**config.mk**
```make
export PLATFORM = sky130hd
export DESIGN_NAME = conv1d_cfu_sequencer
export DESIGN_NICKNAME = d
export VERILOG_FILES = /design/src/rtl/conv1d_cfu_sequencer.sv
export SDC_FILE = /design/constraint.sdc
export NUM_CORES = 1
export LEC_CHECK = 0
export BUFFER_PORTS_ARGS = -buffer_cell sky130_fd_sc_hd__buf_2
export CORE_ASPECT_RATIO = 1.75
export CORE_UTILIZATION = 41
export CTS_CLUSTER_SIZE = 30
export DETAILED_ROUTE_END_ITERATION = 16
export SKIP_LAST_GASP = 1
export SLEW_MARGIN = 20
export SYNTH_ARGS = -nofsm -noshare
export SYNTH_HDL_FRONTEND = slang
export SYNTH_SLANG_ARGS = --single-unit
```
**constraint.sdc**
```tcl
create_clock -name clk -period 3.4 [get_ports clk]
set_clock_uncertainty 0.2 [all_clocks]
set_input_delay 0.68 -clock clk [delete_from_list [all_inputs] [get_ports clk]]
set_output_delay 0.68 -clock clk [all_outputs]
set_load 0.01 [all_outputs]
```
**src/rtl/conv1d_cfu_sequencer.sv**
```systemverilog
`default_nettype none
// +----------------------------------------------------------------------------+
// | conv1d_cfu_sequencer                                                        |
// | Drives the conv1d CFU command port to produce one output point unaided.     |
// | Rev 1.0 - initial release                                                   |
// +----------------------------------------------------------------------------+
module conv1d_cfu_sequencer #(
  parameter int         INT32_SIZE = 32,
  parameter int         BYTE_SIZE  = 8,
  parameter logic [6:0] NOP_CMD    = 7'd19
) (
  input  logic                  clk,
  input  logic                  reset,
  input  logic                  job_start,
  input  logic [INT32_SIZE-1:0] job_start_x,
  input  logic                  job_write_x,
  input  logic [15:0]           job_filter_bytes,
  input  logic [15:0]           job_input_bytes,
  input  logic [INT32_SIZE-1:0] job_input_base,
  output logic                  busy,
  input  logic                  in_valid,
  output logic                  in_ready,
  input  logic [BYTE_SIZE-1:0]  in_data,
  output logic                  cfu_en,
  output logic [6:0]            cfu_cmd,
  output logic [INT32_SIZE-1:0] cfu_inp0,
  output logic [INT32_SIZE-1:0] cfu_inp1,
  input  logic [INT32_SIZE-1:0] cfu_ret,
  output logic                  res_valid,
  input  logic                  res_ready,
  output logic [INT32_SIZE-1:0] res_data
);

  localparam logic [6:0] c_cmd_input  = 7'd1;
  localparam logic [6:0] c_cmd_filter = 7'd2;
  localparam logic [6:0] c_cmd_start  = 7'd6;
  localparam logic [6:0] c_cmd_result = 7'd7;
  localparam logic [6:0] c_cmd_set_x  = 7'd8;
  localparam logic [6:0] c_cmd_poll   = 7'd9;

  typedef enum logic [3:0] {
    S_IDLE, S_SET_X, S_LOAD_F, S_LOAD_I, S_START, S_POLL, S_FETCH, S_CAPTURE, S_OUTPUT
  } state_t;

  state_t                r_state, w_next;
  logic [15:0]           r_fcnt, r_icnt;
  logic [INT32_SIZE-1:0] r_base, r_addr, r_pack;
  logic [1:0]            r_pcnt;
  logic                  r_poll_flag;
  logic                  r_cfu_en, r_res_valid;
  logic [6:0]            r_cmd;
  logic [INT32_SIZE-1:0] r_inp0, r_inp1, r_res_data;

  logic                  w_accept, w_fire;
  logic [INT32_SIZE-1:0] w_word;
  logic [6:0]            w_cmd;
  logic [INT32_SIZE-1:0] w_inp0, w_inp1;

  assign in_ready  = ((r_state == S_LOAD_F) && (r_fcnt != 16'd0)) ||
                     ((r_state == S_LOAD_I) && (r_icnt != 16'd0));
  assign busy      = (r_state != S_IDLE);
  assign cfu_en    = r_cfu_en;
  assign cfu_cmd   = r_cmd;
  assign cfu_inp0  = r_inp0;
  assign cfu_inp1  = r_inp1;
  assign res_valid = r_res_valid;
  assign res_data  = r_res_data;

  assign w_accept = in_valid && in_ready;
  assign w_fire   = w_accept && (r_pcnt == 2'd3);
  assign w_word   = {in_data, r_pack[INT32_SIZE-BYTE_SIZE-1:0]};

  always_ff @(posedge clk) begin
    if (reset) r_state <= S_IDLE;
    else       r_state <= w_next;
  end

  // Commands are registered on the transition so each state presents its own command.
  always_comb begin
    w_next = r_state;
    w_cmd  = NOP_CMD;
    w_inp0 = '0;
    w_inp1 = '0;
    case (r_state)
      S_IDLE: begin
        if (job_start) begin
          if (job_write_x)                   w_next = S_SET_X;
          else if (job_filter_bytes != 16'd0) w_next = S_LOAD_F;
          else if (job_input_bytes != 16'd0)  w_next = S_LOAD_I;
          else                                w_next = S_START;
        end
      end
      S_SET_X: begin
        if (r_fcnt != 16'd0)      w_next = S_LOAD_F;
        else if (r_icnt != 16'd0) w_next = S_LOAD_I;
        else                      w_next = S_START;
      end
      S_LOAD_F: begin
        // Leaving through a drain cycle only when no input phase follows.
        if (r_fcnt == 16'd0)                                        w_next = S_START;
        else if (w_accept && (r_fcnt == 16'd1) && (r_icnt != 16'd0)) w_next = S_LOAD_I;
      end
      S_LOAD_I:  if (r_icnt == 16'd0) w_next = S_START;
      S_START:   w_next = S_POLL;
      S_POLL:    if (r_poll_flag && cfu_ret[0]) w_next = S_FETCH;
      S_FETCH:   w_next = S_CAPTURE;
      S_CAPTURE: w_next = S_OUTPUT;
      S_OUTPUT:  if (res_ready) w_next = S_IDLE;
      default:   w_next = S_IDLE;
    endcase

    if (w_fire) begin
      w_cmd  = (r_state == S_LOAD_F) ? c_cmd_filter : c_cmd_input;
      w_inp0 = r_addr;
      w_inp1 = w_word;
    end else begin
      case (w_next)
        S_SET_X: begin
          w_cmd  = c_cmd_set_x;
          w_inp1 = job_start_x;
        end
        S_START: w_cmd = c_cmd_start;
        S_POLL:  w_cmd = c_cmd_poll;
        S_FETCH: w_cmd = c_cmd_result;
        default: w_cmd = NOP_CMD;
      endcase
    end
  end

  always_ff @(posedge clk) begin
    if (reset) begin
      r_fcnt      <= '0;
      r_icnt      <= '0;
      r_base      <= '0;
      r_addr      <= '0;
      r_pack      <= '0;
      r_pcnt      <= '0;
      r_poll_flag <= 1'b0;
      r_cfu_en    <= 1'b0;
      r_cmd       <= NOP_CMD;
      r_inp0      <= '0;
      r_inp1      <= '0;
      r_res_valid <= 1'b0;
      r_res_data  <= '0;
    end else begin
      r_cfu_en    <= (w_next != S_IDLE);
      r_cmd       <= w_cmd;
      r_inp0      <= w_inp0;
      r_inp1      <= w_inp1;
      r_res_valid <= (w_next == S_OUTPUT);
      // A poll response is trusted only if the preceding command was a poll.
      r_poll_flag <= (r_cmd == c_cmd_poll);

      if ((r_state == S_IDLE) && job_start) begin
        r_fcnt <= job_filter_bytes;
        r_icnt <= job_input_bytes;
        r_base <= job_input_base;
        r_addr <= (job_filter_bytes != 16'd0) ? '0 : job_input_base;
        r_pcnt <= '0;
      end

      if (w_accept) begin
        if (r_pcnt != 2'd3) r_pack[r_pcnt*BYTE_SIZE +: BYTE_SIZE] <= in_data;
        r_pcnt <= r_pcnt + 2'd1;
        if (r_state == S_LOAD_F) r_fcnt <= r_fcnt - 16'd1;
        else                     r_icnt <= r_icnt - 16'd1;
      end

      if (w_fire) begin
        if ((r_state == S_LOAD_F) && (w_next == S_LOAD_I)) r_addr <= r_base;
        else                                              r_addr <= r_addr + 32'd4;
      end

      if (r_state == S_CAPTURE) r_res_data <= cfu_ret;
    end
  end

endmodule
`default_nettype wire

```
=== Yosys cells after proc, flatten, opt, wreduce, memory -nomap -nowiden ===
Index checks and enable logic that the tools add are counted.

* Add/subtract/negate cells: 5
* Equal/unequal tests: 18
* Shifts and indexed selects: 2
* Muxes and demuxes: 30
* Bitwise gates (word level): 1
* Reduce and logical (&&, ||, !) cells: 23

{| class="wikitable"
|+ Operators with widths
! operator !! number
|-
| 32-bit 2-to-1 mux || 6
|-
| 16-bit 2-to-1 mux || 6
|-
| 16-bit nonzero test || 4
|-
| 4-bit one-hot mux with 9 select lines || 1
|-
| 5-bit negation with 34-bit output || 1
|-
| 8-bit by 34-bit variable shift with 32-bit output (first input constant) || 1
|-
| 8-bit by 34-bit variable part select with 32-bit output || 1
|-
| 32-bit by 3-bit adder with 32-bit output (second input constant) || 1
|-
| 32-bit bitwise mux || 1
|-
| 16-bit logical NOT || 2
|-
| 16-bit by 1-bit subtractor with 16-bit output (second input constant) || 2
|-
| 4-bit by 3-bit == test with 1-bit output (second input constant) || 7
|-
| 4-bit 2-to-1 mux || 6
|-
| 5-bit one-hot mux with 4 select lines || 1
|-
| 16-bit by 1-bit == test with 1-bit output (second input constant) || 1
|-
| 3-bit 2-to-1 mux || 5
|-
| 4-bit by 2-bit == test with 1-bit output (second input constant) || 3
|-
| 1-bit logical AND || 9
|-
| 4-bit by 1-bit == test with 1-bit output (second input constant) || 2
|-
| 4-bit == test (second input constant) || 2
|-
| 4-bit nonzero test || 2
|-
| 7-bit by 4-bit == test with 1-bit output (second input constant) || 1
|-
| 2-bit 2-to-1 mux || 3
|-
| 5-bit 2-to-1 mux || 1
|-
| other kinds (9) || 10
|}

* Bits in registers: 240
* Bits of input ports: 142
* Output and inout port bits: 107
* Word-level logic and storage cells: 93

=== Depth between registers and ports, before layout ===
Gate-level depths: netlist of run 1.

* Depth after elaboration: 13
* Depth in mapped cells: 11
* Depth with buffers taken out: 9

=== Least setup slack after synthesis of run 1 ===
OpenSTA, ideal clock, no wires.

* Path kind: reg-to-reg
* Start: register r_fcnt[0]
* End: register r_inp1[0] (netlist: cfu_inp1[0])
* Setup time: 0.059 ns
* Arrival: 2.494 ns
* Data required time: 3.141 ns
* Path slack: 0.648 ns
* Stages on the path, launching flop included: 12
* Buffers on the path: 2
* Period minus slack after synthesis: 2.752 ns
* Cell sequence: dfxtp_1 inv_1 ha_1 nor3b_2 nand4_2 and2_1 or2_1 and3_4 buf_6 nor4b_4 buf_6 a22o_1

* Cells in the longest elaborated chain, start to end: 12
* Elaborated cells on any way between the ends: 16
* Those cells by class: eq/ne (2); mux (6); reduce/logical (8)

{| class="wikitable"
|+ Ends and longest elaborated chain
! element !! line !! RTL
|-
| from (decl) || 46 || <nowiki>logic [15:0] r_fcnt, r_icnt;</nowiki>
|-
| from (signal assigned) || 155 || <nowiki>r_fcnt <= job_filter_bytes;</nowiki>
|-
| from (signal assigned) || 165 || <nowiki>if (r_state == S_LOAD_F) r_fcnt <= r_fcnt - 16'd1;</nowiki>
|-
| 16-bit nonzero test (*) || 59 || <nowiki>assign in_ready = ((r_state == S_LOAD_F) && (r_fcnt != 16'd0)) ||</nowiki>
|-
| 1-bit logical AND (*) || 59 ||
|-
| 1-bit logical OR (*) || 59 ||
|-
| net in_ready || 22 || <nowiki>output logic in_ready,</nowiki>
|-
| 1-bit logical AND (*) || 69 || <nowiki>assign w_accept = in_valid && in_ready;</nowiki>
|-
| 1-bit logical AND (2 in series) || 101 || <nowiki>else if (w_accept && (r_fcnt == 16'd1) && (r_icnt != 16'd0)) w_next = S_LOAD_I;</nowiki>
|-
| 4-bit 2-to-1 mux || 101 ||
|-
| 4-bit 2-to-1 mux || 100 || <nowiki>if (r_fcnt == 16'd0) w_next = S_START;</nowiki>
|-
| 4-bit one-hot mux with 9 select lines || 84 || <nowiki>case (r_state)</nowiki>
|-
| 4-bit by 1-bit == test with 1-bit output || 117 || <nowiki>case (w_next)</nowiki>
|-
| 32-bit 2-to-1 mux || 117 ||
|-
| 32-bit 2-to-1 mux (*) || 112 || <nowiki>if (w_fire) begin</nowiki>
|-
| to (signal assigned) || 149 || <nowiki>r_inp1 <= w_inp1;</nowiki>
|-
| to (decl) || 52 || <nowiki>logic [INT32_SIZE-1:0] r_inp0, r_inp1, r_res_data;</nowiki>
|}

Mark *: on every way through the listed nets, which the timed path passes. The rest lies on a longest branch.
A chain may end at the register's enable or synchronous reset.

=== Worst setup path after layout of run 1 ===
* Start: register r_fcnt[0]
* End: register r_inp1[22] (netlist: cfu_inp1[22])

* Cells in the longest elaborated chain, start to end: 12
* Elaborated cells on any way between the ends: 16
* Those cells by class: eq/ne (2); mux (6); reduce/logical (8)

{| class="wikitable"
|+ Ends and longest elaborated chain
! element !! line
|-
| 16-bit nonzero test || 59, 94
|-
| 1-bit logical AND || 59
|-
| 1-bit logical OR || 59
|-
| 1-bit logical AND || 69
|-
| 1-bit logical AND (2 in series) || 101
|-
| 4-bit 2-to-1 mux || 101
|-
| 4-bit 2-to-1 mux || 100
|-
| 4-bit one-hot mux with 9 select lines || 84
|-
| 4-bit by 1-bit == test with 1-bit output || 117
|-
| 32-bit 2-to-1 mux || 117
|-
| 32-bit 2-to-1 mux (*) || 112
|}

Mark *: on every way between the ends. The rest lies on a longest branch, timed or not.

==> flow_summary.ini, run 1 <==
[drt]
dr.pass1.iters = 4
wl_met1_mm = 11.3
detail-route-antenna-nets = 0
top_layer = met4
routed_wl_mm = 29.2
viasPerCell = 5.43
drc = 0
drt-initial-drc-count = 435
vias = 9421
met3WireLength_mm = 1.57
route.met2.wl_mm = 15.3
wire_per_inst_um = 16.8

[sta]
worst_pin_slew_ps = 1020
slew_violations = 0
tns_ps = 0
setup_ws_ps = 232
finalCritPeriodShare_pct = 93.2
relSlewSlack_pct = 32.2
rsz0062_at_grt = false
clock.fmax_mhz = 316
period_minus_slack_ps = 3170
finalHoldViolations = 0
setup_viol = 0

[synth]
synth_ff_type = dfxtp_1
ys_ff_latch = 230
synth_cell_types = 77
postSynthAreaPerCell_um2 = 8.38
syn_area_um2 = 9940
netlist_instances = 1186
synth-warning-count = 0
synth_edf_count = 0
ys_async_sr_fraction_pct = 0
ys_seq_area_share_pct = 46.3

[power]
peakVddDrop_v = 0.000353
p_comb_share_pct = 21.6
switchingPower_mw = 2.23
fin_total_pwr_mw = 7.46
p_int_mw = 5.23
clock_power_share_pct = 36.7
leakagePower_nw = 5.11
sequentialPowerShare_pct = 41.7
p_sw_share_pct = 29.9
p_per_area_nw_per_um2 = 605

[layout]
stdcell_area_um2 = 12300
n_antenna_cell = 0
nets = 1561
final_layout_size_suffix_gt1_share_pct = 24.8
areaGrowthSynthToFinish_pct = 24.2

[grt]
antenna_found_initial = 0
grt_pass1_vias = 9295
grt_pass1_wl_mm = 46.8
overflow = 0
grt_max_degree = 92
grtUsageTotal_pct = 23.3

[floorplan]
core_region_area_um2 = 23800
ios = 249
num_rows = 75
die_h_um = 208
die_width_um = 120
start_util_pct = 41.7
die_area_um2 = 24900

[clocking]
cts_resized = 0
cts_made_buffers = 22
cts_hold_buffers = 0
cts_buffer_depth = 3
tritoncts = built
clk_transition_reported_paths_ps = 70
cts.sinks = 230
cts_max_level = 1
post_cts_buffers = 0
clk_latency_ps = 510
root_buffer = clkbuf_16

[placement]
gp_congestion = 0.907
hpwlAfterDp_mm = 20.4
io_buffers = 246
place_ws_ps = 16.9
placed_area_um2 = 11500

[setup_path]
endpoint_kind = register
r2r_slack_ps = 230
critPathKind = register to register
critPathRequiredTime_ps = 3650
critical_path.max_fanout = 24
worst_r2r_path_depth = 9
timing.rr.start = r_fcnt[0]
crit_path_start_kind = register
reg2reg_to = cfu_inp1[22]
worstPathArrival_ps = 3420

[worst_hold_path]
worstHoldPathCells = 2
min_to = cfu_inp1[11]
hp-class = input pin to register
min_from = job_start_x[11]

[job]
max-cap-violations = 0

[run_status]
outcome = completed
-- per-stage QoR --
stage / util [%] / hold slack, ps / std cells
finish: 51.8 / 179 / 1734
global route: 51.8 / 164 / 1734
floorplan: - / 231 / 1187
global placement: 48.4 / 238 / 1694
CTS: 51.8 / 157 / 1734
detailed placement: 48.4 / 241 / 1694
-- area by class of cell --
type | count | area (um2)
repair buffers | 287 | 1570
multi-input cells | 856 | 4930
clock inverters | 12 | 194
clock buffers | 28 | 614
inverters | 13 | 48.8
fillers | 2368 | 11500
well taps | 308 | 385
flip-flops and latches | 230 | 4600
-- layer usage --
layer	up-vias	track usage, %
li1	4659	-
met1	4424	25.3
met2	281	43.5
met3	57	3.92
met4	0	9.74
met5	-	0
-- logic make-up after synthesis --
group                    count (synthesis)  share of synthesized area [%]
AO/OA/AOI/OAI                          316                           20.6
XOR/XNOR                                28                           2.47
adder cells (fa/ha/maj)                  9                           1.13
buffers and inverters                  101                           4.34
flip-flops                             230                           46.3
multiplexers                             2                          0.214
other                                    1                         0.0377
AND/OR/NAND/NOR                        499                           24.9
-- state kept, by name, summed over array words and instances, names as in the netlist --
| register | flops |
|---|---|
| cfu_inp0 | 32 |
| cfu_inp1 | 32 |
| r_addr | 32 |
| r_base | 32 |
| res_data | 32 |
| r_pack | 24 |
| r_fcnt | 16 |
| r_icnt | 16 |
| cfu_cmd | 5 |
| r_state | 4 |
| r_pcnt | 2 |
| cfu_en | 1 |
| r_poll_flag | 1 |
| res_valid | 1 |
-- cells in the mapped netlist (13+ instances only) --
cell type,n,area [um2]
a21oi_1,138,691
a22o_1,32,280
o21ai_0,36,180
nor3_1,27,135
and2_1,34,213
nor2_1,81,304
nand4_1,14,87.6
a211oi_1,41,308
nand2_1,221,830
xor2_1,23,201
clkbuf_1,69,259
nand3_1,44,220
inv_1,13,48.8
dfxtp_1,230,4600
nor4_1,20,125
-- how the worst max path moves through the flow --
| stage | start | to | cells after the start |
|---|---|---|---|
| 4_1_cts | r_fcnt[0] | in_ready | 7 |
| 3_5_place_dp | job_filter_bytes[11] | cfu_inp1[31] | 9 |
| 6_report | r_fcnt[0] | cfu_inp1[22] | 9 |
| 5_1_grt | r_fcnt[1] | cfu_inp1[31] | 10 |
| 2_1_floorplan | r_fcnt[0] | cfu_inp1[0] | 11 |
| 3_3_place_gp | job_input_bytes[11] | cfu_inp1[19] | 10 |
-- critical path, stage by stage (launching register included) --
cell,delay [ps]
dfxtp_1,380
inv_1,80
ha_1,270
nor4b_1,170
nand4_1,170
o32ai_1,120
nor3_1,600
nor4b_4,720
buf_12,250
a22o_1,140
-- cells in the final DEF, fill, tap and decap left out, types with 6 or more instances in the layout --
master / n
and2_1: 34
nor2_1: 80
nand2_1: 221
nand4_1: 14
a21oi_1: 138
a22o_1: 32
a32oi_1: 6
a211oi_1: 41
nand3_1: 43
o21ai_0: 36
nor3_1: 27
nor4_1: 20
and3_1: 6
buf_4: 40
xor2_1: 23
inv_1: 13
o211ai_1: 9
dfxtp_1: 230
nor3b_1: 6
a311oi_1: 6
clkbuf_16: 23
buf_2: 245
ha_1: 9
-- power by group through the flow --
stage | clock network [mW] | logic, mW | registers, mW
floorplan | 0 | 1.05 | 3.14
global placement | 0 | 1.60 | 3.16
detailed placement | 0 | 1.61 | 3.16
CTS | 2.81 | 1.62 | 3.11
global route | 2.90 | 1.78 | 3.14
finish | 2.74 | 1.61 | 3.11
Note: power is estimated with default switching activity, not from simulation.
==> inputs of run 2 (changes only) <==
--- a/config.mk
+++ b/config.mk
@@ -7,7 +7,7 @@
 export LEC_CHECK = 0
 export BUFFER_PORTS_ARGS = -buffer_cell sky130_fd_sc_hd__buf_2
 export CORE_ASPECT_RATIO = 1.75
-export CORE_UTILIZATION = 41
+export CORE_UTILIZATION = 39
 export CTS_CLUSTER_SIZE = 30
 export DETAILED_ROUTE_END_ITERATION = 16
 export SKIP_LAST_GASP = 1
==> flow_summary.ini, run 2 (same netlist as run 1, synthesis figures left out) <==
[setup_path]
critical_path.max_fanout = 7
worstPathArrival_ps = 2300
r2r_slack_ps = 470
crit_path_start_kind = register
reg2reg_to = r_addr[28]
endpoint_kind = output pin
timing.rr.start = r_icnt[0]
critPathKind = register to output pin
critPathRequiredTime_ps = 2520
worst_r2r_path_depth = 9

[clocking]
clk_latency_ps = 520
cts_hold_buffers = 0
root_buffer = clkbuf_16
tritoncts = built
cts_max_level = 1
cts_resized = 0
cts.sinks = 230
cts_made_buffers = 24
clk_transition_reported_paths_ps = 60
cts_buffer_depth = 3
post_cts_buffers = 0

[layout]
final_cell_count_no_fill = 1737
mostFrequentLayoutCell = buf_2
nets = 1558
n_antenna_cell = 0
final_cell_mix = 245 x buf_2, 230 x dfxtp_1, 221 x nand2_1
fill_cells = 2392
areaGrowthSynthToFinish_pct = 24.5
finish.utilization_pct = 49.8
final_layout_size_suffix_gt1_share_pct = 24.7

[placement]
hpwlAfterDp_mm = 20.3
gp_congestion = 0.842
placed_cells = 1693
io_buffers = 246
place_ws_ps = 138

[sta]
tns_ps = 0
period_minus_slack_ps = 3180
finalCritPeriodShare_pct = 93.6
relSlewSlack_pct = 38.9
slew_violations = 0
finalHoldViolations = 0
worst_pin_slew_ps = 915
rsz0062_at_grt = false
setup_ws_ps = 217
clock.fmax_mhz = 314
setup_viol = 0

[worst_hold_path]
min_from = job_start_x[7]
worstHoldPathCells = 2
min_to = cfu_inp1[7]
hp-class = input pin to register

[drt]
routed_wl_mm = 29.4
wire_per_inst_um = 16.9
detail-route-antenna-nets = 0
drt-initial-drc-count = 554
vias = 9354
drc = 0
dr.pass1.iters = 5
viasPerCell = 5.39

[floorplan]
num_rows = 76
ios = 249
die_area_um2 = 26100
die_width_um = 123
start_util_pct = 40.0
die_h_um = 213
core_region_area_um2 = 24800

[power]
p_per_area_nw_per_um2 = 604
leakagePower_nw = 5.12
peakVddDrop_v = 0.000394

[grt]
grtUsageTotal_pct = 22.5
overflow = 0
grt_pass1_wl_mm = 46.6
antenna_found_initial = 1
grt_pass1_vias = 9164
grt_max_degree = 167

[job]
max-cap-violations = 0

[run_status]
outcome = completed
[run 2: area by class of cell]
type / count / area (um2) / share of cell area (%)
Sequential cell: 230 / 4600 / 37.2
Multi-Input combinational cell: 856 / 4930 / 39.8
Tap cell: 312 / 390 / 3.16
Clock inverter: 12 / 151 / 1.22
Timing Repair Buffer: 282 / 1550 / 12.6
Inverter: 13 / 48.8 / 0.395
Clock buffer: 32 / 692 / 5.59
[run 2: routing by layer]
| layer | routed length [um] | track usage [%] |
|---|---|---|
| met5 | 9 | 0 |
| met4 | 777 | 7.99 |
| met3 | 1560 | 4.06 |
| met2 | 15600 | 41.6 |
| met1 | 11500 | 25.3 |
[run 2: worst max-delay path by stage]
stage                             start           end  slack, ps
global route                  r_fcnt[0]      in_ready         60
CTS                           r_icnt[6]      in_ready        200
detailed placement  job_input_bytes[11]  cfu_inp1[26]        140
global placement    job_input_bytes[11]  cfu_inp1[16]        150
finish                        r_icnt[6]      in_ready        220
floorplan                     r_fcnt[0]   cfu_inp1[0]        650
[run 2: report_power, final]
part	total (mW)	switching, mW	leakage [nW]	internal [mW]
registers	3.11	0.194	1.87	2.92
logic	1.57	0.956	2.84	0.612
clock network	2.80	1.13	0.417	1.67
total	7.48	2.28	5.12	5.20
[run 2: through the flow]
step	instance area (um2)	hold slack (ps)	total power, mW
3_5_place_dp	11500	233	4.74
5_1_grt	12400	154	7.86
6_report	12400	167	7.48
4_1_cts	12400	146	7.55
2_1_floorplan	9940	231	4.19
3_3_place_gp	11500	224	4.71
[run 2: critical path, stage by stage, from the launching register on]
cell     delay (ps)
dfxtp_1         380
nor4_2          380
and4b_1         470
a21oi_2         140
or2_1           260
buf_2           160
==> inputs of run 3 (changes only) <==
--- a/config.mk
+++ b/config.mk
@@ -5,12 +5,13 @@
 export SDC_FILE = /design/constraint.sdc
 export NUM_CORES = 1
 export LEC_CHECK = 0
+export ABC_AREA = 1
 export BUFFER_PORTS_ARGS = -buffer_cell sky130_fd_sc_hd__buf_2
 export CORE_ASPECT_RATIO = 1.75
 export CORE_UTILIZATION = 39
+export CTS_BUF_LIST = sky130_fd_sc_hd__clkbuf_16
 export CTS_CLUSTER_SIZE = 30
 export DETAILED_ROUTE_END_ITERATION = 16
-export SKIP_LAST_GASP = 1
 export SLEW_MARGIN = 20
 export SYNTH_ARGS = -nofsm -noshare
 export SYNTH_HDL_FRONTEND = slang
==> flow_summary.ini, run 3 <==
[run_status]
outcome = completed

[synth]
synth_ff_type = dfxtp_1
synth_edf_count = 0
yosysMostFrequentCell = nand2_1
ys_ff_latch = 230
synth.top_cells.by_area = dfxtp_1 44%, nand2_1 9.8%, o21ai_0 7.8%, nor2_1 7.1%, a21oi_1 5.8%
synth_cell_types = 38
ys_seq_area_share_pct = 43.8
synth_common_cells = 273 x nand2_1, 230 x dfxtp_1, 200 x nor2_1
syn_area_um2 = 10500
synth-warning-count = 0
yosysTopAreaCellShare_pct = 43.8
ys_async_sr_fraction_pct = 0
postSynthAreaPerCell_um2 = 7.08
yosysTopAreaCell = dfxtp_1
netlist_instances = 1484

[power]
p_per_area_nw_per_um2 = 752
peakVddDrop_v = 0.000448
leakagePower_nw = 5.67
fin_total_pwr_mw = 9.52

[setup_path]
path_buf_inv = 2
critPathRequiredTime_ps = 3590
worstPathArrival_ps = 3230
slowest_delay_ps = 540
crit_path_cell_trace = inv_1 > ha_1 > nand2_1 > nor2_2 > nand2_2 > nand2_2 > nand2_4 > nand2_4 > nor2_1 > inv_1 > o21ai_0 > a31oi_1
critical_path.max_fanout = 21
r2r_slack_ps = 360
critPathKind = register to register
crit_path_top_delay_cell = nor2_1
crit_path_start_kind = register
endpoint_kind = register
crit_family = simple AND/OR/NAND/NOR gates

[layout]
finish.utilization_pct = 47.8
areaGrowthSynthToFinish_pct = 20.5
regArea_um2 = 4600
stdcell_area_um2 = 12700
nets = 1844
final_layout_size_suffix_gt1_share_pct = 18.8
mostFrequentLayoutCell = nand2_1
final_cell_mix = 271 x nand2_1, 246 x buf_2, 230 x dfxtp_1
multi_input_area_um2 = 4960
final_cell_count_no_fill = 2034
fill_cells = 2743

[drt]
drt-initial-drc-count = 661
wire_per_inst_um = 15.9
vias = 10500
routed_wl_mm = 32.3
detail-route-antenna-nets = 0
drc = 0
viasPerCell = 5.15
dr.pass1.iters = 5

[clocking]
cts_hold_buffers = 0
cts_max_level = 1
clk_transition_reported_paths_ps = 60
post_cts_buffers = 0
cts_resized = 0
cts_buffer_depth = 3
clk_latency_ps = 530
cts.sinks = 230
cts_made_buffers = 24
tritoncts = built
root_buffer = clkbuf_16

[grt]
grt_max_degree = 63
antenna_found_initial = 1
grtUsageTotal_pct = 23.1
overflow = 0
grt_pass1_vias = 10200
grt_pass1_wl_mm = 50.8

[sta]
relSlewSlack_pct = 37.2
rsz0062_at_grt = false
worst_pin_slew_ps = 941
period_minus_slack_ps = 3040
finalCritPeriodShare_pct = 89.5
hold_ws_ps = 168
tns_ps = 0
setup_ws_ps = 358
setup_viol = 0
clock.fmax_mhz = 329
finalHoldViolations = 0
slew_violations = 0

[floorplan]
start_util_pct = 39.6
ios = 249
num_rows = 79
die_area_um2 = 27600
die_width_um = 126
core_region_area_um2 = 26500
die_h_um = 219

[placement]
hpwlAfterDp_mm = 23.3
placed_area_um2 = 11900
gp_congestion = 0.906
placed_cells = 1991
io_buffers = 246
place_ws_ps = 352

[worst_hold_path]
hp-class = input pin to register

[job]
max-cap-violations = 0
## run 3: cells by family (layout without fill, tap and decap cells)
kind of cell	count (synthesis)	count (layout)	synth area share (%)
AND/OR/NAND/NOR	606	606	24.0
AO/OA/AOI/OAI	375	375	19.2
flip-flops	230	230	43.8
buffers and inverters	230	454	9.03
XOR/XNOR	33	33	2.75
adder cells (fa/ha/maj)	9	9	1.07
other	1	3	0.0357
## run 3: cell type report
cell class              count  share of cell area (%)
multi-input cells        1025                    39.2
flip-flops and latches    230                    36.4
clock inverters            17                   0.811
repair buffers            262                    11.0
well taps                 324                    3.20
inverters                 150                    4.47
diodes                      1                  0.0198
clock buffers              25                    4.94
## run 3: worst min-delay path, cell delays in order
cell and delay [ps]:
buf_2 80, nor2_1 30, nor2_1 80
## run 3: path summary, 6_finish.rpt
| kind | startpoint | end | cells past startpoint |
|---|---|---|---|
| setup reg to reg | r_fcnt[0] | r_fcnt[12] | 12 |
| setup / recovery | r_fcnt[0] | r_fcnt[12] | 12 |
| hold reg to reg | cfu_cmd[4] | r_poll_flag | 1 |
| hold / removal | cfu_ret[6] | res_data[6] | 3 |
## run 3: where the power goes
part           switching (mW)  internal (mW)
clock network            1.11           1.40
logic                    2.21           1.15
registers               0.406           3.25
## run 3: routing by layer
layer	track usage (%)	wire, um	vias up
li1	-	-	5283
met1	23.8	12100	4747
met2	44.1	16800	361
met3	3.83	1960	75
met4	12.2	1450	2
met5	0	8	-
